**src/rtl/nic_node.sv**
```systemverilog
// ---------------------------------------------------------------------------
// nic_node -- network interface node between a packet source/sink and a
// flit-serial router link.
//
// Outbound path: whole packets (PKT_W bits) are accepted from pkt_in into a
// store of DEPTH packets (a (DEPTH-1)-entry circular FIFO plus a one-packet
// chop register). The sender chops the packet in the chop register into
// FLITS = PKT_W/FLIT_W flits, most significant first, with at least one idle
// cycle between packets.
// Inbound path: flits from the router are collected MSB-first and the
// reassembled packet is presented on pkt_out with a one-cycle strobe.
//
// Optional feature: define NIC_NODE_STATS_EN to add the 16-bit wrap-around
// packet counters tx_count / rx_count.
//
// Ports
//   clock, reset            sole clock (rising edge), async active-high reset
//   pkt_in, pkt_in_avail    packet from the source and its valid
//   cQ_full                 outbound storage full (combinational)
//   pkt_out, pkt_out_avail  reassembled inbound packet and its valid pulse
//   overflow                sticky: a packet was offered while full
//   free_outbound           router can accept a new packet
//   put_outbound            outbound flit valid
//   payload_outbound        outbound flit data
//   free_inbound            node can accept an inbound packet
//   put_inbound             inbound flit valid
//   payload_inbound         inbound flit data
//   tx_count, rx_count      completed packet counters (NIC_NODE_STATS_EN only)
// ---------------------------------------------------------------------------
module nic_node #(
    parameter int NODEID = 0,
    parameter int PKT_W  = 32,
    parameter int FLIT_W = 8,
    parameter int DEPTH  = 4
) (
    input  logic              clock,
    input  logic              reset,
    input  logic [PKT_W-1:0]  pkt_in,
    input  logic              pkt_in_avail,
    output logic              cQ_full,
    output logic [PKT_W-1:0]  pkt_out,
    output logic              pkt_out_avail,
    output logic              overflow,
    input  logic              free_outbound,
    output logic              put_outbound,
    output logic [FLIT_W-1:0] payload_outbound,
    output logic              free_inbound,
    input  logic              put_inbound,
    input  logic [FLIT_W-1:0] payload_inbound
`ifdef NIC_NODE_STATS_EN
    ,
    output logic [15:0]       tx_count,
    output logic [15:0]       rx_count
`endif
);

    localparam int FLITS  = PKT_W / FLIT_W;
    localparam int FDEPTH = DEPTH - 1;
    localparam int PW     = (FDEPTH > 1) ? $clog2(FDEPTH) : 1;
    localparam int FCW    = $clog2(FDEPTH + 1);
    localparam int OCW    = $clog2(DEPTH + 1);
    localparam int XW     = $clog2(FLITS + 1);
    localparam int RW     = $clog2(FLITS);

    if (NODEID < 0 || NODEID > 15 || FLITS < 2 || PKT_W != FLITS * FLIT_W || DEPTH < 2) begin : g_bad_cfg
        $error("nic_node: invalid parameter set");
    end

    function automatic logic [PW-1:0] ptr_inc(input logic [PW-1:0] p);
        if (p == PW'(FDEPTH - 1)) return '0;
        return p + 1'b1;
    endfunction

    function automatic logic [FLIT_W-1:0] flit_of(input logic [PKT_W-1:0] data, input int idx);
        return data[PKT_W-1-idx*FLIT_W -: FLIT_W];
    endfunction

    // ---------------- outbound storage ----------------
    logic [PKT_W-1:0] fifo_mem [FDEPTH];
    logic [PW-1:0]    wr_ptr;
    logic [PW-1:0]    rd_ptr;
    logic [FCW-1:0]   fifo_cnt;
    logic [PKT_W-1:0] chop_data;
    logic             chop_full;
    logic [OCW-1:0]   occupancy;

    typedef enum logic {IDLE, SEND} tx_state_t;
    tx_state_t        tx_state;
    logic [XW-1:0]    tx_idx;   // index of the next flit to drive

    logic push;
    logic tx_done;
    logic chop_free_next;
    logic refill;
    logic bypass;
    logic fifo_push;

    // The packet in the chop register (including one being sent) counts.
    assign occupancy = OCW'(fifo_cnt) + OCW'(chop_full);
    assign cQ_full   = (occupancy == OCW'(DEPTH));

    assign push           = pkt_in_avail && !cQ_full;
    // tx_done marks the edge that ends the last flit cycle.
    assign tx_done        = (tx_state == SEND) && (tx_idx == XW'(FLITS));
    assign chop_free_next = !chop_full || tx_done;
    // The FIFO head has priority for the chop register so order is kept; a
    // push only bypasses the FIFO when nothing older is waiting.
    assign refill         = chop_free_next && (fifo_cnt != '0);
    assign bypass         = chop_free_next && (fifo_cnt == '0) && push;
    assign fifo_push      = push && !bypass;

    always_ff @(posedge clock or posedge reset) begin
        if (reset) begin
            wr_ptr    <= '0;
            rd_ptr    <= '0;
            fifo_cnt  <= '0;
            chop_full <= 1'b0;
            overflow  <= 1'b0;
        end else begin
            if (pkt_in_avail && cQ_full) overflow <= 1'b1;
            if (refill || bypass) chop_full <= 1'b1;
            else if (tx_done)     chop_full <= 1'b0;
            if (refill)    rd_ptr <= ptr_inc(rd_ptr);
            if (fifo_push) wr_ptr <= ptr_inc(wr_ptr);
            case ({fifo_push, refill})
                2'b10:   fifo_cnt <= fifo_cnt + 1'b1;
                2'b01:   fifo_cnt <= fifo_cnt - 1'b1;
                default: fifo_cnt <= fifo_cnt;
            endcase
        end
    end

    // Packet data carries no reset; the valid flags above qualify it.
    always_ff @(posedge clock) begin
        if (fifo_push) fifo_mem[wr_ptr] <= pkt_in;
        if (refill)      chop_data <= fifo_mem[rd_ptr];
        else if (bypass) chop_data <= pkt_in;
    end

    // ---------------- sender FSM ----------------
    always_ff @(posedge clock or posedge reset) begin
        if (reset) begin
            tx_state         <= IDLE;
            tx_idx           <= '0;
            put_outbound     <= 1'b0;
            payload_outbound <= '0;
        end else begin
            case (tx_state)
                IDLE: begin
                    if (chop_full && free_outbound) begin
                        tx_state         <= SEND;
                        put_outbound     <= 1'b1;
                        payload_outbound <= flit_of(chop_data, 0);
                        tx_idx           <= XW'(1);
                    end
                end
                SEND: begin
                    // free_outbound is not consulted once a packet has started.
                    if (tx_idx == XW'(FLITS)) begin
                        tx_state         <= IDLE;
                        put_outbound     <= 1'b0;
                        payload_outbound <= '0;
                        tx_idx           <= '0;
                    end else begin
                        payload_outbound <= flit_of(chop_data, int'(tx_idx));
                        tx_idx           <= tx_idx + 1'b1;
                    end
                end
                default: tx_state <= IDLE;
            endcase
        end
    end

    // ---------------- receiver ----------------
    logic [RW-1:0]           rx_idx;
    logic [PKT_W-FLIT_W-1:0] rx_shift;
    logic                    rx_last;

    assign rx_last = put_inbound && (rx_idx == RW'(FLITS - 1));

    always_ff @(posedge clock) begin
        if (put_inbound) rx_shift <= (PKT_W-FLIT_W)'({rx_shift, payload_inbound});
    end

    always_ff @(posedge clock or posedge reset) begin
        if (reset) begin
            rx_idx        <= '0;
            free_inbound  <= 1'b1;
            pkt_out       <= '0;
            pkt_out_avail <= 1'b0;
        end else begin
            pkt_out_avail <= 1'b0;
            if (rx_last) begin
                pkt_out       <= {rx_shift, payload_inbound};
                pkt_out_avail <= 1'b1;
                rx_idx        <= '0;
                free_inbound  <= 1'b1;
            end else if (put_inbound) begin
                rx_idx       <= rx_idx + 1'b1;
                free_inbound <= 1'b0;
            end else begin
                // A gap in put_inbound abandons any partial packet.
                rx_idx       <= '0;
                free_inbound <= 1'b1;
            end
        end
    end

`ifdef NIC_NODE_STATS_EN
    always_ff @(posedge clock or posedge reset) begin
        if (reset) begin
            tx_count <= '0;
            rx_count <= '0;
        end else begin
            if (tx_done) tx_count <= tx_count + 1'b1;
            if (rx_last) rx_count <= rx_count + 1'b1;
        end
    end
`endif

endmodule

```
**config.mk**
```make
export PLATFORM = sky130hd
export DESIGN_NAME = nic_node
export DESIGN_NICKNAME = d
export VERILOG_FILES = /design/src/rtl/nic_node.sv
export SDC_FILE = /design/constraint.sdc
export NUM_CORES = 1
export LEC_CHECK = 0
export ABC_AREA = 1
export CAP_MARGIN = 20
export CELL_PAD_IN_SITES_DETAIL_PLACEMENT = 0
export CELL_PAD_IN_SITES_GLOBAL_PLACEMENT = 1
export CORE_ASPECT_RATIO = 0.6
export CORE_MARGIN = 2
export CORE_UTILIZATION = 35
export CTS_CLUSTER_SIZE = 24
export DETAILED_ROUTE_END_ITERATION = 8
export GPL_TIMING_DRIVEN = 0
export PLACE_DENSITY_LB_ADDON = 0.1
export SYNTH_ARGS = -nofsm -noshare
export SYNTH_HDL_FRONTEND = slang
export SYNTH_SLANG_ARGS = --single-unit
```
**constraint.sdc**
```tcl
create_clock -name clock -period 4.31 [get_ports clock]
set_input_delay 0.431 -clock clock [delete_from_list [all_inputs] [get_ports clock]]
set_output_delay 0.431 -clock clock [all_outputs]
set_load 0.02 [all_outputs]
```
Word level (Yosys, flattened, before mapping):

Memories as Yosys holds them, arrays and structs flattened.
Index checks and enable logic that the tools add are counted.

* add/sub/neg operators: 8
* eq/ne operators: 9
* shift-type cells: 1
* multiplexer cells: 32
* bitwise logic cells: 1
* reduce and logical (&&, ||, !) cells: 20

Operators with widths (count)
* $mux 32: 2
* $shiftx 39x7->8: 1
* $mux 8: 2
* $pmux 8 s2: 1
* $mux 1: 15
* $mux 2: 6
* $logic_and 1x1->1: 9
* $add 2x1->2 const B: 4
* $eq 2x2->1 const B: 4
* $reduce_bool 2->1: 4
* $sub 5x6->7 const A: 1
* $eq 3x3->1 const B: 2
* $mux 3: 2
* $pmux 3 s2: 1
* $pmux 1 s2: 2
* $pmux 2 s2: 1
* $add 2x1->3: 1
* $add 3x1->3 const B: 1
* $logic_not 1->1: 3
* $eq 2x1->1 const B: 1
* $logic_not 2->1: 1
* $logic_or 1x1->1: 2
* $ne 2x1->1 const B: 1
* $ne 2x2->1 const B: 1
* 3 further kinds: 3

* register bits: 113
* memory bits (writable): 96
* input port bits: 45
* output and inout port bits: 45
* logic and storage cells: 87
* memories kept: 1

Memories
* fifo_mem: depth 3, width 32, read ports 1, clocked after Yosys merged registers in 0, wr ports 1, RTL line 79 `logic [PKT_W-1:0] fifo_mem [FDEPTH];`

Longest topological paths before layout:

* word-level depth: 9
* gate-level depth with buffers: 13
* gate-level depth less buffers: 10

Worst setup path after synthesis:

No wires, ideal clock.

* path kind: register to register
* start: register tx_idx[1]
* end: register chop_data[0] (enable)
* library setup time: 0.432 ns
* data arrival time: 2.849 ns
* data required time: 3.878 ns
* slack: 1.029 ns
* cell stages (with the launch flop): 8
* buffers on the path: 1
* clock period less this slack: 3.281 ns
* cell sequence: dfrtp_1 clkinv_1 buf_1 ha_1 nand3_2 nand2_2 inv_2 a21oi_1

* word-level cells in the longest chain between the ends: 6
* elaborated cells on any way between the ends: 7
* classes of those cells: eq/ne: 1; reduce/logical: 6

Ends and longest elaborated chain
* start: declaration: RTL line 89 `logic [XW-1:0] tx_idx;`
* start signal: assignment: RTL line 166 `tx_idx <= tx_idx + 1'b1;`
* $eq 3x3->1 (*): RTL line 104 `assign tx_done = (tx_state == SEND) && (tx_idx == XW'(FLITS));`
* $logic_and 1x1->1 (*): RTL line 104
* $logic_or 1x1->1 (*): RTL line 105 `assign chop_free_next = !chop_full || tx_done;`
* $logic_and 1x1->1 (2 in a row): RTL line 109 `assign bypass = chop_free_next && (fifo_cnt == '0) && push;`
* $reduce_bool 2->1 (no source line) (*)
* end signal: assignment: RTL line 136 `if (refill) chop_data <= fifo_mem[rd_ptr];`
* end signal: assignment: RTL line 137 `else if (bypass) chop_data <= pkt_in;`
* end: declaration: RTL line 83 `logic [PKT_W-1:0] chop_data;`

Mark *: on every way between the ends. The rest lies on a longest branch, timed or not.
A chain may end at the register's enable or synchronous reset.

Final worst setup path:

* start: register fifo_cnt[0]
* end: output cQ_full

* word-level cells in the longest chain between the ends: 2

Ends and longest elaborated chain
* start: declaration: RTL line 82 `logic [FCW-1:0] fifo_cnt;`
* start signal: assignment: RTL line 126 `2'b10: fifo_cnt <= fifo_cnt + 1'b1;`
* start signal: assignment: RTL line 127 `2'b01: fifo_cnt <= fifo_cnt - 1'b1;`
* start signal: assignment: RTL line 128 `default: fifo_cnt <= fifo_cnt;`
* $add 2x1->3: RTL line 99 `assign occupancy = OCW'(fifo_cnt) + OCW'(chop_full);`
* $eq 3x3->1: RTL line 100 `assign cQ_full = (occupancy == OCW'(DEPTH));`
* end: declaration: RTL line 40 `output logic cQ_full,`

Every way passes these cells.

==> impl_metrics.py <==
metrics = {
    "critical_path": {
        "cp-startpoint": "fifo_cnt[0]",
        "setup.worst_path.start_class": "register",
        "setup.reg_to_reg.worst_slack_ns": 1.61,
        "end_kind": "output port",
        "rr_endpoint": "fifo_mem[2][24]",
        "cp_data_arrival_time_ns": 2.34,
        "criticalPathCategory": "register to output port",
        "worstPathMaxFanout": 6,
        "crit_end": "cQ_full",
        "worst_r2r_src": "tx_idx[1]",
        "rr_worst_depth": 9,
        "critPathRequiredTime_ns": 3.88,
    },
    "clock_network": {
        "clock_insertion_delay_worst_skew_ns": 0.50,
        "worst_setup_hold_path_clk_slew_ns": 0.06,
        "cts-root-to-sink-buffers": 3,
        "number_of_hold_buffers_added_after_cts": 0,
        "cts_inserted_buffers": 21,
        "postCtsResizedCells": 0,
        "post-cts-setup-buffer-count": 0,
        "tritoncts": "built",
        "clock_tree.root_cell": "sky130_fd_sc_hd__clkbuf_16",
        "cts.sink_count": 209,
        "cts-htree-levels": 1,
    },
    "global_route": {
        "antenna_found_initial": 0,
        "busiest_layer": "met1",
        "grt_first_pass_wirelength_mm": 32.1,
        "fraction_of_met1_tracks_used_by_global_routing": 0.275,
        "globalRouteTotalUtil": 0.170,
        "gr-usage-met2": 0.235,
        "first_global_vias": 5385,
        "globalRouteOverflowTotal": 0,
        "grt_start_max_net_pins": 37,
        "groute.layer.met3.usage": 0.0290,
    },
    "place": {
        "dp_hpwl_mm": 14.2,
        "placement.io_buffers": 89,
        "place_inst": 1163,
        "gpl.final_weighted_congestion": 0.783,
    },
    "sta": {
        "maxSlewViolCount": 0,
        "finalCriticalPeriod_ns": 2.77,
        "setup-violations-final": 0,
        "grt_setup_unrepaired": "false",
        "finalHoldViolations": 0,
        "final_min_period_over_clock_period": 0.642,
        "timing.max_slew.rel_slack": 0.391,
        "fin_worst_skew_ns": 0.0129,
        "achievable-frequency_mhz": 361,
        "tightest_slew_ns": 0.913,
    },
    "hold_path": {
        "min_path_type": "input pin to async pin",
    },
    "power_and_ir_drop": {
        "netSwitchingFraction": 0.343,
        "pwr_density_cell_mw_per_mm2": 691,
        "report.power.total_mw": 7.24,
        "share_seq_of_total_power": 0.407,
        "cellLeakagePower_nw": 4.37,
        "peak_vdd_ir_v": 0.000300,
        "comb_power_share": 0.322,
        "power_frac_clock": 0.272,
        "internal_power_component_mw": 4.75,
        "p_sw_mw": 2.48,
    },
    "drt": {
        "initialDrtViolationCount": 484,
        "via_count": 5557,
        "avgViaCountPerCell": 4.63,
        "wire_per_inst_um": 17.1,
        "drcViolationCount": 0,
        "drt_antenna_net_count": 0,
        "detailedRoute.firstPassIterationCount": 5,
        "routed_wl_mm": 20.6,
    },
    "synth": {
        "syn-cell-area_mm2": 0.00831,
        "synthDistinctLibCells": 29,
        "post_synthesis_cells": 754,
        "post_syn_area_per_cell_um2": 11.0,
        "synth-seq-cells": 209,
        "synth_nets": 805,
        "synth-warning-count": 0,
        "sequential_fraction_of_the_synthesis_area": 0.721,
    },
    "final_layout": {
        "count_of_non_filler_cells_in_the_finished_layout": 1201,
        "final_core_utilization": 0.452,
        "nets": 922,
        "syn_to_final_growth_pct": 26.0,
        "insertedDiodeCount": 0,
        "share_of_cells_above_drive_strength_1": 0.0937,
        "final_cell_mix": "359 x sky130_fd_sc_hd__nand2_1, 152 x sky130_fd_sc_hd__edfxtp_1, 89 x sky130_fd_sc_hd__clkdlybuf4s50_1",
        "layout.filler_cells": 2130,
        "mostFrequentLayoutCell": "sky130_fd_sc_hd__nand2_1",
    },
    "floorplan": {
        "floorplan.rows": 43,
        "die-height_um": 123,
        "core-area_mm2": 0.0232,
        "initial_utilization": 0.358,
        "count_of_boundary_i_o_pins": 90,
        "floorplan.die_area_mm2": 0.0250,
        "dieWidth_um": 203,
    },
    "outcome": {
        "run_status": "finished clean",
    },
    "run": {
        "max_cap_violations": 0,
    },
}
==> through the flow <==
stage                     setup slack (ns)  TNS [ns]  hold slack, ns  instance area, um^2
after detailed placement              1.61         0           0.432                 9720
after CTS                             1.50         0           0.294                10500
after floorplan                       1.03         0           0.410                 8310
after global placement              -0.473    -21.76           0.420                 9600
after global routing                  1.39         0           0.328                10500
final                                 1.54         0           0.289                10500
==> worst max-delay path, cell delays in order (launching register included) <==
cell	delay (ns)
sky130_fd_sc_hd__dfrtp_1	0.46
sky130_fd_sc_hd__ha_1	0.24
sky130_fd_sc_hd__ha_1	0.26
sky130_fd_sc_hd__nor2_1	0.13
sky130_fd_sc_hd__nand2_1	0.09
sky130_fd_sc_hd__inv_1	0.06
sky130_fd_sc_hd__clkdlybuf4s50_1	0.60
==> cells by family (layout without fill, tap and decap cells) <==
logic type | count (synthesis) | in the layout | share of synthesized area
adder cells (fa/ha/maj) | 6 | 6 | 0.00903
flip-flops | 209 | 209 | 0.721
XOR/XNOR | 2 | 2 | 0.00211
AO/OA/AOI/OAI | 19 | 19 | 0.0125
AND/OR/NAND/NOR | 451 | 451 | 0.220
buffers and inverters | 67 | 199 | 0.0358
==> Yosys cell counts (all sizes together) <==
cell type  instances  area (um^2)
nor2              27          135
o21ai             11         58.8
inv               39          146
buf               21          125
edfxtp           152         4560
o21a               1         7.51
clkinv             1         3.75
o21bai             1         7.51
or2                9         56.3
nand2            360         1350
a21oi              6         30.0
ha                 6         75.1
nand3             55          280
dfrtp             56         1400
xnor2              2         17.5
dfstp              1         26.3
clkbuf             6         22.5
==> power groups by stage <==
stage          combinational, mW  sequential (mW)  clock [mW]
2_1_floorplan               1.13             3.16           0
3_3_place_gp                2.26             2.99           0
3_5_place_dp                2.35             2.99           0
5_1_grt                     2.60             3.00        2.09
4_1_cts                     2.36             2.95        2.01
6_report                    2.33             2.94        1.97
==> worst min-delay path by stage <==
stage / to / slack [ns] / depth (start not counted)
finish: rx_idx[0] / 0.29 / 2
global route: rx_idx[1] / 0.33 / 2
CTS: rx_idx[0] / 0.29 / 2
detailed placement: rx_shift[22] / 0.43 / 0
global placement: rx_idx[0] / 0.42 / 1
floorplan: rx_idx[0] / 0.41 / 1
==> layout make-up <==
type	instances	area, um^2	share of cell area
Multi-Input combinational cell	478	2040	0.195
Buffer	27	148	0.0141
Inverter	40	150	0.0143
Sequential cell	209	5990	0.572
Clock inverter	11	140	0.0134
Tap cell	315	394	0.0376
Timing Repair Buffer	94	993	0.0949
Clock buffer	27	612	0.0584
==> layer usage <==
metal	part of all wire	vias up
met1	0.54	2735
met2	0.41	100
met3	0.041	24
met4	0.012	0
li1	-	2698
met5	0	-
==> sequential cells by signal (all words and copies together), names as in the netlist, 2 cells and up <==
| name | flops |
|---|---|
| rx_shift | 24 |
| rx_idx | 2 |
| fifo_cnt | 2 |
| payload_outbound | 8 |
| chop_data | 32 |
| pkt_out | 32 |
| rd_ptr | 2 |
| fifo_mem | 96 |
| tx_idx | 3 |
| wr_ptr | 2 |
No activity file was read; power rests on OpenSTA's default activity.
